$ cat src/rtl/lcd_ctrl_pkg.sv
// Shared types and LCD command constants for the 2x16 character LCD refresh controller.
package lcd_ctrl_pkg;

   typedef enum logic [2:0] {
      ST_PWR,
      ST_INIT,
      ST_ADDR,
      ST_FETCH,
      ST_WRITE
   } state_t;

   typedef enum logic [1:0] {
      PH_IDLE,
      PH_SETUP,
      PH_STROBE,
      PH_HOLD
   } phase_t;

   localparam logic [7:0] CMD_FUNC  = 8'h38;
   localparam logic [7:0] CMD_DISP  = 8'h0C;
   localparam logic [7:0] CMD_ENTRY = 8'h06;
   localparam logic [7:0] CMD_CLEAR = 8'h01;
   localparam logic [7:0] CMD_LINE1 = 8'h80;
   localparam logic [7:0] CMD_LINE2 = 8'hC0;

   localparam int INIT_LEN = 4;

   // Init command ROM, entry 0 is issued first.
   localparam logic [INIT_LEN-1:0][7:0] INIT_ROM = {CMD_CLEAR, CMD_ENTRY, CMD_DISP, CMD_FUNC};

   localparam logic [4:0] LAST_L1   = 5'd15;
   localparam logic [4:0] FIRST_L2  = 5'd16;
   localparam logic [4:0] LAST_CELL = 5'd31;

   function automatic int unsigned max_u(input int unsigned a, input int unsigned b);
      return (a > b) ? a : b;
   endfunction

endpackage

$ cat src/rtl/lcd_write_timer.sv
// One LCD bus write: setup cycle, enable strobe, then post-write wait.
// Out of reset the counter runs the power-up wait, so the same down-counter
// covers every delay in the controller.
module lcd_write_timer
   import lcd_ctrl_pkg::*;
#(
   parameter int unsigned PWR_WAIT = 20,
   parameter int unsigned E_CYCLES = 12,
   parameter int unsigned CMD_WAIT = 2000,
   parameter int unsigned CLR_WAIT = 80000
) (
   input  logic       clk,
   input  logic       rst,
   input  logic       start,
   input  logic       rs,
   input  logic [7:0] data,
   input  logic       long_wait,
   output logic       lcd_e,
   output logic       lcd_rs,
   output logic [7:0] lcd_data,
   output logic       done
);

   localparam int unsigned MAX_CNT = max_u(max_u(PWR_WAIT, CLR_WAIT), max_u(CMD_WAIT, E_CYCLES));
   localparam int CNT_W = $clog2(MAX_CNT + 1);

   phase_t           phase;
   phase_t           phase_nxt;
   logic [CNT_W-1:0] cnt;
   logic [CNT_W-1:0] cnt_nxt;
   logic             long_q;
   logic             long_nxt;
   logic             rs_nxt;
   logic [7:0]       data_nxt;
   logic             cnt_last;

   assign cnt_last = (cnt == CNT_W'(1));
   assign done     = (phase == PH_HOLD) && cnt_last;
   assign lcd_e    = (phase == PH_STROBE);

   // Phase sequencing; a start in the last wait cycle chains straight into the next setup.
   always_comb begin
      phase_nxt = phase;
      cnt_nxt   = cnt;
      long_nxt  = long_q;
      rs_nxt    = lcd_rs;
      data_nxt  = lcd_data;
      case (phase)
         PH_IDLE: begin
         end
         PH_SETUP: begin
            phase_nxt = PH_STROBE;
            cnt_nxt   = CNT_W'(E_CYCLES);
         end
         PH_STROBE: begin
            if (cnt_last) begin
               phase_nxt = PH_HOLD;
               cnt_nxt   = long_q ? CNT_W'(CLR_WAIT) : CNT_W'(CMD_WAIT);
            end else begin
               cnt_nxt = cnt - CNT_W'(1);
            end
         end
         PH_HOLD: begin
            if (cnt_last) begin
               phase_nxt = PH_IDLE;
            end else begin
               cnt_nxt = cnt - CNT_W'(1);
            end
         end
         default: phase_nxt = PH_IDLE;
      endcase
      if (start && ((phase == PH_IDLE) || done)) begin
         phase_nxt = PH_SETUP;
         rs_nxt    = rs;
         data_nxt  = data;
         long_nxt  = long_wait;
      end
   end

   // Bus and counter registers; reset parks the timer in the power-up wait.
   always_ff @(posedge clk) begin
      if (rst) begin
         phase    <= PH_HOLD;
         cnt      <= CNT_W'(PWR_WAIT);
         long_q   <= 1'b0;
         lcd_rs   <= 1'b0;
         lcd_data <= 8'h00;
      end else begin
         phase    <= phase_nxt;
         cnt      <= cnt_nxt;
         long_q   <= long_nxt;
         lcd_rs   <= rs_nxt;
         lcd_data <= data_nxt;
      end
   end

endmodule

$ cat src/rtl/lcd_refresh_ctrl.sv
// HD44780 2x16 refresh controller: power-up wait, init commands, then endless
// refresh of 32 cells fetched from a registered character source.
//
// state    | meaning
// ---------+-------------------------------------------------------------
// ST_PWR   | power-up wait running in the write timer
// ST_INIT  | init command init_step in flight (0x38, 0x0C, 0x06, 0x01)
// ST_ADDR  | line address command (0x80 / 0xC0) in flight
// ST_FETCH | two-cycle wait for char_data to follow char_index
// ST_WRITE | character write for char_index in flight
module lcd_refresh_ctrl
   import lcd_ctrl_pkg::*;
#(
   parameter int unsigned PWR_WAIT = 20,
   parameter int unsigned E_CYCLES = 12,
   parameter int unsigned CMD_WAIT = 2000,
   parameter int unsigned CLR_WAIT = 80000
) (
   input  logic       clk,
   input  logic       rst,
   input  logic [7:0] char_data,
   output logic [4:0] char_index,
   output logic       lcd_e,
   output logic       lcd_rs,
   output logic       lcd_rw,
   output logic [7:0] lcd_data,
   output logic       init_done,
   output logic       frame_done
);

   state_t     state;
   state_t     state_nxt;
   logic [1:0] init_step;
   logic [1:0] step_nxt;
   logic       fetch_ph;
   logic       fetch_nxt;
   logic [4:0] index_nxt;
   logic       init_done_nxt;
   logic       frame_done_nxt;

   logic       wr_start;
   logic       wr_rs;
   logic [7:0] wr_data;
   logic       wr_long;
   logic       wr_done;

   assign lcd_rw = 1'b0;

   lcd_write_timer #(
      .PWR_WAIT (PWR_WAIT),
      .E_CYCLES (E_CYCLES),
      .CMD_WAIT (CMD_WAIT),
      .CLR_WAIT (CLR_WAIT)
   ) u_timer (
      .clk       (clk),
      .rst       (rst),
      .start     (wr_start),
      .rs        (wr_rs),
      .data      (wr_data),
      .long_wait (wr_long),
      .lcd_e     (lcd_e),
      .lcd_rs    (lcd_rs),
      .lcd_data  (lcd_data),
      .done      (wr_done)
   );

   // Next state and write requests; commands are launched in the last wait
   // cycle of the previous write so writes run back to back.
   always_comb begin
      state_nxt      = state;
      step_nxt       = init_step;
      fetch_nxt      = fetch_ph;
      index_nxt      = char_index;
      init_done_nxt  = init_done;
      frame_done_nxt = 1'b0;
      wr_start       = 1'b0;
      wr_rs          = 1'b0;
      wr_data        = 8'h00;
      wr_long        = 1'b0;
      case (state)
         ST_PWR: begin
            if (wr_done) begin
               step_nxt  = 2'd0;
               wr_start  = 1'b1;
               wr_data   = INIT_ROM[0];
               state_nxt = ST_INIT;
            end
         end
         ST_INIT: begin
            if (wr_done) begin
               if (init_step == 2'(INIT_LEN - 1)) begin
                  init_done_nxt = 1'b1;
                  index_nxt     = 5'd0;
                  wr_start      = 1'b1;
                  wr_data       = CMD_LINE1;
                  state_nxt     = ST_ADDR;
               end else begin
                  step_nxt = init_step + 2'd1;
                  wr_start = 1'b1;
                  wr_data  = INIT_ROM[step_nxt];
                  wr_long  = (INIT_ROM[step_nxt] == CMD_CLEAR);
               end
            end
         end
         ST_ADDR: begin
            if (wr_done) begin
               fetch_nxt = 1'b0;
               state_nxt = ST_FETCH;
            end
         end
         ST_FETCH: begin
            // Source output lags char_index by one register; take it on the second edge.
            if (!fetch_ph) begin
               fetch_nxt = 1'b1;
            end else begin
               wr_start  = 1'b1;
               wr_rs     = 1'b1;
               wr_data   = char_data;
               state_nxt = ST_WRITE;
            end
         end
         ST_WRITE: begin
            if (wr_done) begin
               if (char_index == LAST_L1) begin
                  index_nxt = FIRST_L2;
                  wr_start  = 1'b1;
                  wr_data   = CMD_LINE2;
                  state_nxt = ST_ADDR;
               end else if (char_index == LAST_CELL) begin
                  index_nxt      = 5'd0;
                  frame_done_nxt = 1'b1;
                  wr_start       = 1'b1;
                  wr_data        = CMD_LINE1;
                  state_nxt      = ST_ADDR;
               end else begin
                  index_nxt = char_index + 5'd1;
                  fetch_nxt = 1'b0;
                  state_nxt = ST_FETCH;
               end
            end
         end
         default: state_nxt = ST_PWR;
      endcase
   end

   // State, index and status registers.
   always_ff @(posedge clk) begin
      if (rst) begin
         state      <= ST_PWR;
         init_step  <= 2'd0;
         fetch_ph   <= 1'b0;
         char_index <= 5'd0;
         init_done  <= 1'b0;
         frame_done <= 1'b0;
      end else begin
         state      <= state_nxt;
         init_step  <= step_nxt;
         fetch_ph   <= fetch_nxt;
         char_index <= index_nxt;
         init_done  <= init_done_nxt;
         frame_done <= frame_done_nxt;
      end
   end

endmodule
$ cat config.mk
export PLATFORM = sky130hd
export DESIGN_NAME = lcd_refresh_ctrl
export DESIGN_NICKNAME = d
export VERILOG_FILES = /design/src/rtl/lcd_ctrl_pkg.sv /design/src/rtl/lcd_write_timer.sv /design/src/rtl/lcd_refresh_ctrl.sv
export SDC_FILE = /design/constraint.sdc
export NUM_CORES = 1
export LEC_CHECK = 0
export ABC_AREA = 1
export CAP_MARGIN = 40
export CORE_UTILIZATION = 35
export CTS_BUF_LIST = sky130_fd_sc_hd__clkbuf_4 sky130_fd_sc_hd__clkbuf_8 sky130_fd_sc_hd__clkbuf_16
export CTS_CLUSTER_DIAMETER = 100
export DETAILED_ROUTE_END_ITERATION = 7
export GPL_ROUTABILITY_DRIVEN = 0
export GPL_TIMING_DRIVEN = 0
export SYNTH_ARGS = -nofsm -noshare
export SYNTH_HDL_FRONTEND = slang
export SYNTH_SLANG_ARGS = --single-unit
$ cat constraint.sdc
create_clock -name clk -period 1.7 [get_ports clk]
set_input_delay 0.425 -clock clk [delete_from_list [all_inputs] [get_ports clk]]
set_output_delay 0.425 -clock clk [all_outputs]
set_load 0.03 [all_outputs]
---- After elaboration in Yosys (flattened, before gate mapping) ----
Index checks and enable logic that the tools add are counted.
word-level totals
  register bits after elaboration ......... 42
  input bits .............................. 10
  logic and storage cells ................. 117
operators by class
  add/sub/neg operators ................... 3
  $lt $le $gt $ge ......................... 1
  equality and inequality tests ........... 26
  muxes and demuxes ....................... 52
  bitwise operators ....................... 2
  reduce and logical (&&, ||, !) cells .... 21
operators with widths
  operator                                                                  count
  8-bit two-way mux                                                         7
  17-bit two-way mux                                                        3
  17-bit one-hot mux with 3 select lines                                    1
  8-bit one-hot mux with 4 select lines                                     1
  5-bit two-way mux                                                         5
  3-bit two-way mux                                                         6
  17-bit by 1-bit == test with 1-bit output (second input constant)         1
  17-bit by 1-bit subtractor with 17-bit output (second input constant)     1
  8-bit binary-select mux with 2-bit select                                 1
  1-bit two-way mux                                                         15
  3-bit one-hot mux with 5 select lines                                     1
  2-bit two-way mux                                                         6
  2-bit by 1-bit inequality test with 1-bit output (second input constant)  6
  2-bit inequality test (second input constant)                             6
  5-bit one-hot mux with 2 select lines                                     1
  3-bit AND reduction                                                       3
  8-bit by 1-bit == test with 1-bit output (second input constant)          1
  4-bit AND reduction                                                       2
  2-bit == test (second input constant)                                     3
  3-bit by 2-bit == test with 1-bit output (second input constant)          2
  6-bit two-way mux                                                         1
  1-bit one-hot mux with 3 select lines                                     2
  2-bit one-hot mux with 3 select lines                                     1
  6-bit AND reduction                                                       1
  other kinds (23)                                                          28

---- Logic depth before layout (Yosys ltp) ----
Gate-level depths: netlist (run 1).
  depth in word-level cells ............... 8
  gate-level depth with buffers ........... 15

---- Cells and area by module ----
Synthesis (run 1) repeated with hierarchy kept, for this count alone.
second synthesis, totals
  cells, all modules ...................... 415
  area total of the unflattened synthesis .. 2,722.6 um2
by module, submodules not included
  module            times used  cells each  area an instance (um2)
  lcd_write_timer   1           260         1,710.4
  lcd_refresh_ctrl  1           155         1,012.2

---- Least setup slack after synthesis (run 1) ----
Ideal clock, no wire load.
  path kind ............................... reg2reg
  start ................................... reg char_index[0]
  end ..................................... reg fetch_ph
  library setup time ...................... 0.130 ns
  arrival time ............................ 1.715 ns
  slack ................................... -0.145 ns
  cell stages (with the launch flop) ...... 12
  path buffers ............................ 0
  clock period less this slack ............ 1.845 ns
  path through ............................ dfxtp_1 > ha_1 > nand2_1 > nor2_1 > ha_1 > or2_2 > nor2_1 > inv_1 > o21ai_0 > nand2_1 > nand2_1 > a21oi_1
on the way
  word-level cells in the longest chain between the ends .. 3
ends and longest elaborated chain
  item                                                                              RTL line                                          RTL
  start, declared                                                                   lcd_refresh_ctrl.sv:22                            output logic [4:0] char_index,
  start signal, assigned                                                            lcd_refresh_ctrl.sv:159                           char_index <= index_nxt;
  5-bit == test / 5-bit by 4-bit == test with 1-bit output (equally long branches)  lcd_refresh_ctrl.sv:129, lcd_refresh_ctrl.sv:124
  2-bit inequality test (no source line)                                            n/a
  5-bit AND reduction (no source line) (*)                                          n/a
  end signal, assigned                                                              lcd_refresh_ctrl.sv:158                           fetch_ph <= fetch_nxt;
  end, declared                                                                     lcd_refresh_ctrl.sv:35                            logic fetch_ph;
Every way passes the cells marked *; elsewhere a longest branch is shown, timed or not.
A chain may end at the register's enable or synchronous reset.

---- Worst setup path after layout (run 1) ----
  start ................................... reg u_timer.cnt[1]
  end ..................................... reg u_timer.cnt[13]
on the way
  word-level cells in the longest chain between the ends .. 3
ends and longest elaborated chain
  item                                                                                                               RTL line                                                             RTL
  start, declared                                                                                                    lcd_write_timer.sv:29                                                logic [CNT_W-1:0] cnt;
  start signal, assigned                                                                                             lcd_write_timer.sv:84                                                cnt <= CNT_W'(PWR_WAIT);
  start signal, assigned                                                                                             lcd_write_timer.sv:90                                                cnt <= cnt_nxt;
  17-bit by 1-bit subtractor with 17-bit output / 17-bit by 1-bit == test with 1-bit output (equally long branches)  lcd_write_timer.sv:60, lcd_write_timer.sv:67, lcd_write_timer.sv:37
  17-bit two-way mux (tied with other cells)                                                                         lcd_write_timer.sv:64                                                if (cnt_last) begin
  17-bit one-hot mux with 3 select lines / 2-bit AND reduction (equally long branches)                               n/a
Parallel ways exist; a longest one is shown, timed or not. The select of a mux whose other input is x is not followed.

==> results.sh, run 1 <==
export IMPL_outcome="finished, violations left"
export IMPL_violations="negative setup slack"
export IMPL_timing_rr_start="u_timer.cnt[1]$_SDFFE_PP0P_"
export IMPL_wirelength_um=6540
export IMPL_clk_path_buf_depth=2
export IMPL_synth_nets=373
export IMPL_synth_seq_area_share=0.343
export IMPL_whs_path_depth=2
export IMPL_globalRouteTotalUtil=0.185
export IMPL_yosys_warnings=0
export IMPL_final_area_um2=3390
export IMPL_p_per_area_nw_per_um2=703
export IMPL_endpoint_kind="flip-flop"
export IMPL_synth_distinct_cells=37
export IMPL_reg2reg_depth=13
export IMPL_slowest_delay_ns=0.32
export IMPL_synth_top_area_share=0.343
export IMPL_via_per_inst=4.89
export IMPL_syn_area_per_cell_um2=6.92
export IMPL_timing_critical_path_mode_cell="inv_2"
export IMPL_r2r_end="u_timer.cnt[13]$_SDFFE_PP0P_"
export IMPL_dieArea_um2=7340
export IMPL_hold_viol_final=0
export IMPL_port_buffers=25
export IMPL_grt_pass1_wl_um=10700
export IMPL_crit_arrival_ns=2.02
export IMPL_cts_tree="built"
export IMPL_synth_edf_count=0
export IMPL_crit_chain="inv_2, ha_4, inv_2, nor2_1, nand2_1, nor2_4, nand3_4, o21ai_4, inv_4, buf_8, o21ai_2, inv_2, a21oi_1"
export IMPL_grt_pass1_vias=2370
export IMPL_die_x_um=85.7
export IMPL_num_antenna_cells=0
export IMPL_crit_required_ns=1.93
export IMPL_tightest_slew_ns=0.612
export IMPL_hold_path_class="reg -> reg"
export IMPL_cp_buffers_inverters=5
export IMPL_setup_viol=28
export IMPL_core_um2=6790
export IMPL_drive_gt1_frac=0.277
export IMPL_path_class="reg -> reg"
export IMPL_root_buffer="clkbuf_8"
export IMPL_grt_antenna_before_repair=0
export IMPL_dr_pass1_iters=4
export IMPL_dpl_cell_area_um2=2830
export IMPL_worstPathMaxFanout=5
export IMPL_cp_slowest_cell="dfxtp_2"
export IMPL_reg2reg_slack_ns=-0.09
export IMPL_p_leak_nw=1.51
export IMPL_finalCritPeriodShare=1.05
export IMPL_clkSinkCount=42
export IMPL_ys_top_cells_by_count="nand2_1 (68), nor2_1 (65), dfxtp_1 (42)"
export IMPL_gr_total_overflow=0
export IMPL_drv_cap=0
export IMPL_slew_viol_final=0
export IMPL_ys_ff_latch=42
export IMPL_synth_ff_type="dfxtp_1"
export IMPL_finClkSkew_ns=0.0123
export IMPL_fmax_mhz=558
export IMPL_num_rows=30
export IMPL_clk_latency_ns=0.30
export IMPL_synthTopCellsByArea="dfxtp_1 (34%), nand2_1 (10%), nor2_1 (10%)"
export IMPL_cts_buffers=5
export IMPL_ioPinCount=28
export IMPL_setup_tns_ns=-1.69
export IMPL_hp_start="init_done$_SDFFE_PP0P_"
export IMPL_cp_top_family="simple AND/OR/NAND/NOR gates"
export IMPL_wl_per_cell_um=12.9
export IMPL_initialDrtViolationCount=99
export IMPL_die_h_um=85.7
export IMPL_grt_max_degree=14
export IMPL_relSlewSlack=0.592
export IMPL_syn_area_um2=2450
export IMPL_path_clk_slew_ns=0.09
export IMPL_drc=0
export IMPL_fin_crit_ns=1.79
export IMPL_peakVddDrop_uv=351
export IMPL_routed_via_count=2477
export IMPL_h_tree_depth=2
export IMPL_synth_most_common_cell="nand2_1"
export IMPL_rsz0062_at_grt="true"
export IMPL_start_util=0.361
export IMPL_min_to="init_done$_SDFFE_PP0P_"
export IMPL_synthArstFlopShare=0
export IMPL_crit_path_start_kind="flip-flop"
export IMPL_cts_hold_buf=0
export IMPL_hpwl_um=4290
export IMPL_ant_nets=0
export IMPL_yosys_area_top_type="dfxtp_1"
export IMPL_netlist_instances=354
export IMPL_area_growth_syn_to_layout_pct=38.4
export IMPL_finalWorstSetupSlack_ns=-0.0924
export IMPL_final_nets=429
-- per-stage QoR --
stage / std cells / total power [mW] / setup slack [ns] / utilization / hold WS (ns)
3_3_place_gp: 475 / 1.55 / -0.310 / 0.417 / 0.440
4_1_cts: 501 / 2.30 / -0.116 / 0.466 / 0.454
6_report: 507 / 2.38 / -0.0924 / 0.499 / 0.452
2_1_floorplan: 354 / 1.45 / 0.0199 / - / 0.439
5_1_grt: 507 / 2.53 / -0.228 / 0.499 / 0.466
3_5_place_dp: 475 / 1.56 / -0.318 / 0.417 / 0.443
-- layer usage --
metal,part of all wire,up-vias,track usage
met2,0.49,61,0.327
met5,0,-,0
li1,-,1250,-
met4,0.016,0,0.0682
met3,0.050,11,0.0337
met1,0.44,1155,0.224
-- cells in the final DEF, fill, tap and decap left out, types with 4 or more instances in the layout --
| cell | instances |
|---|---|
| nand2_1 | 59 |
| nor2_1 | 56 |
| dfxtp_1 | 37 |
| inv_1 | 28 |
| nand3_1 | 25 |
| a21oi_1 | 19 |
| buf_4 | 16 |
| dlygate4sd2_1 | 16 |
| nand2_2 | 9 |
| inv_2 | 9 |
| xnor2_1 | 9 |
| nor2_2 | 8 |
| nor2_4 | 8 |
| clkdlybuf4s50_1 | 8 |
| nand2_4 | 6 |
| o21ai_1 | 6 |
| xor2_1 | 6 |
| nand3_4 | 5 |
| o21ai_2 | 5 |
| nand4_1 | 5 |
| o21ai_0 | 5 |
| ha_1 | 5 |
| clkbuf_8 | 5 |
| buf_6 | 5 |
| a21oi_2 | 4 |
| nor3_1 | 4 |
-- worst min-delay path, cell delays in order, from the launching register on --
cell     delay, ns
dfxtp_1       0.32
inv_1         0.04
a21oi_1       0.05
-- where the power goes --
group	internal [mW]	switching [mW]
clock network	0.307	0.377
logic	0.234	0.367
registers	1.03	0.0653
total	1.57	0.809
-- worst max-delay path by stage --
| stage | start | endpoint | depth (start not counted) |
|---|---|---|---|
| floorplan | u_timer.cnt[1]$_SDFFE_PP0P_ | u_timer.long_q$_SDFFE_PP0P_ | 12 |
| global placement | u_timer.cnt[1]$_SDFFE_PP0P_ | u_timer.long_q$_SDFFE_PP0P_ | 12 |
| detailed placement | u_timer.cnt[1]$_SDFFE_PP0P_ | u_timer.long_q$_SDFFE_PP0P_ | 12 |
| CTS | u_timer.cnt[1]$_SDFFE_PP0P_ | u_timer.lcd_data[7]$_SDFFE_PP0P_ | 14 |
| global route | u_timer.cnt[1]$_SDFFE_PP0P_ | u_timer.long_q$_SDFFE_PP0P_ | 12 |
| finish | u_timer.cnt[1]$_SDFFE_PP0P_ | u_timer.cnt[13]$_SDFFE_PP0P_ | 13 |
-- cells by family (layout without fill, tap and decap cells) --
logic type | count (synthesis) | count (layout) | share of synthesized area
xor+xnor | 15 | 15 | 0.0536
flops | 42 | 42 | 0.343
fa+ha+maj | 9 | 9 | 0.0460
buf+inv | 48 | 104 | 0.0807
compound gates | 51 | 51 | 0.123
other cells | 1 | 1 | 0.00153
simple gates | 188 | 189 | 0.352
-- what timing repair did --
item | in CTS | in global routing
cloned | 2 | 1
resized for setup | 57 | 51
setup buffers | 16 | 5
pin swaps | 17 | 24
setup endpoints to repair | 56 | 41
-- area by class of cell --
class	count	area [µm²]
sequential	42	852
clock inverter	2	13.8
fill	666	3400
buffer	8	62.6
clock buffer	6	76.3
multi-input combinational	265	1640
inverter	40	158
timing repair buffer	48	467
tap	96	120
-- state kept, by name, summed over array words and instances (netlist names) --
register          flops
frame_done            1
fetch_ph              1
u_timer.lcd_rs        1
char_index            5
init_done             1
u_timer.long_q        1
state                 3
u_timer.cnt          17
u_timer.lcd_data      8
init_step             2
u_timer.phase         2
Power figures use the tool's default switching activity.
==> run 2, diff against run 1 <==
--- a/config.mk
+++ b/config.mk
@@ -6,6 +6,7 @@
 export NUM_CORES = 1
 export LEC_CHECK = 0
 export ABC_AREA = 1
+export ABC_CLOCK_PERIOD_IN_PS = 1700
 export CAP_MARGIN = 40
 export CORE_UTILIZATION = 35
 export CTS_BUF_LIST = sky130_fd_sc_hd__clkbuf_4 sky130_fd_sc_hd__clkbuf_8 sky130_fd_sc_hd__clkbuf_16
==> results of run 2 <==
No change in the layout: final DEF, timing and power equal those of run 1.
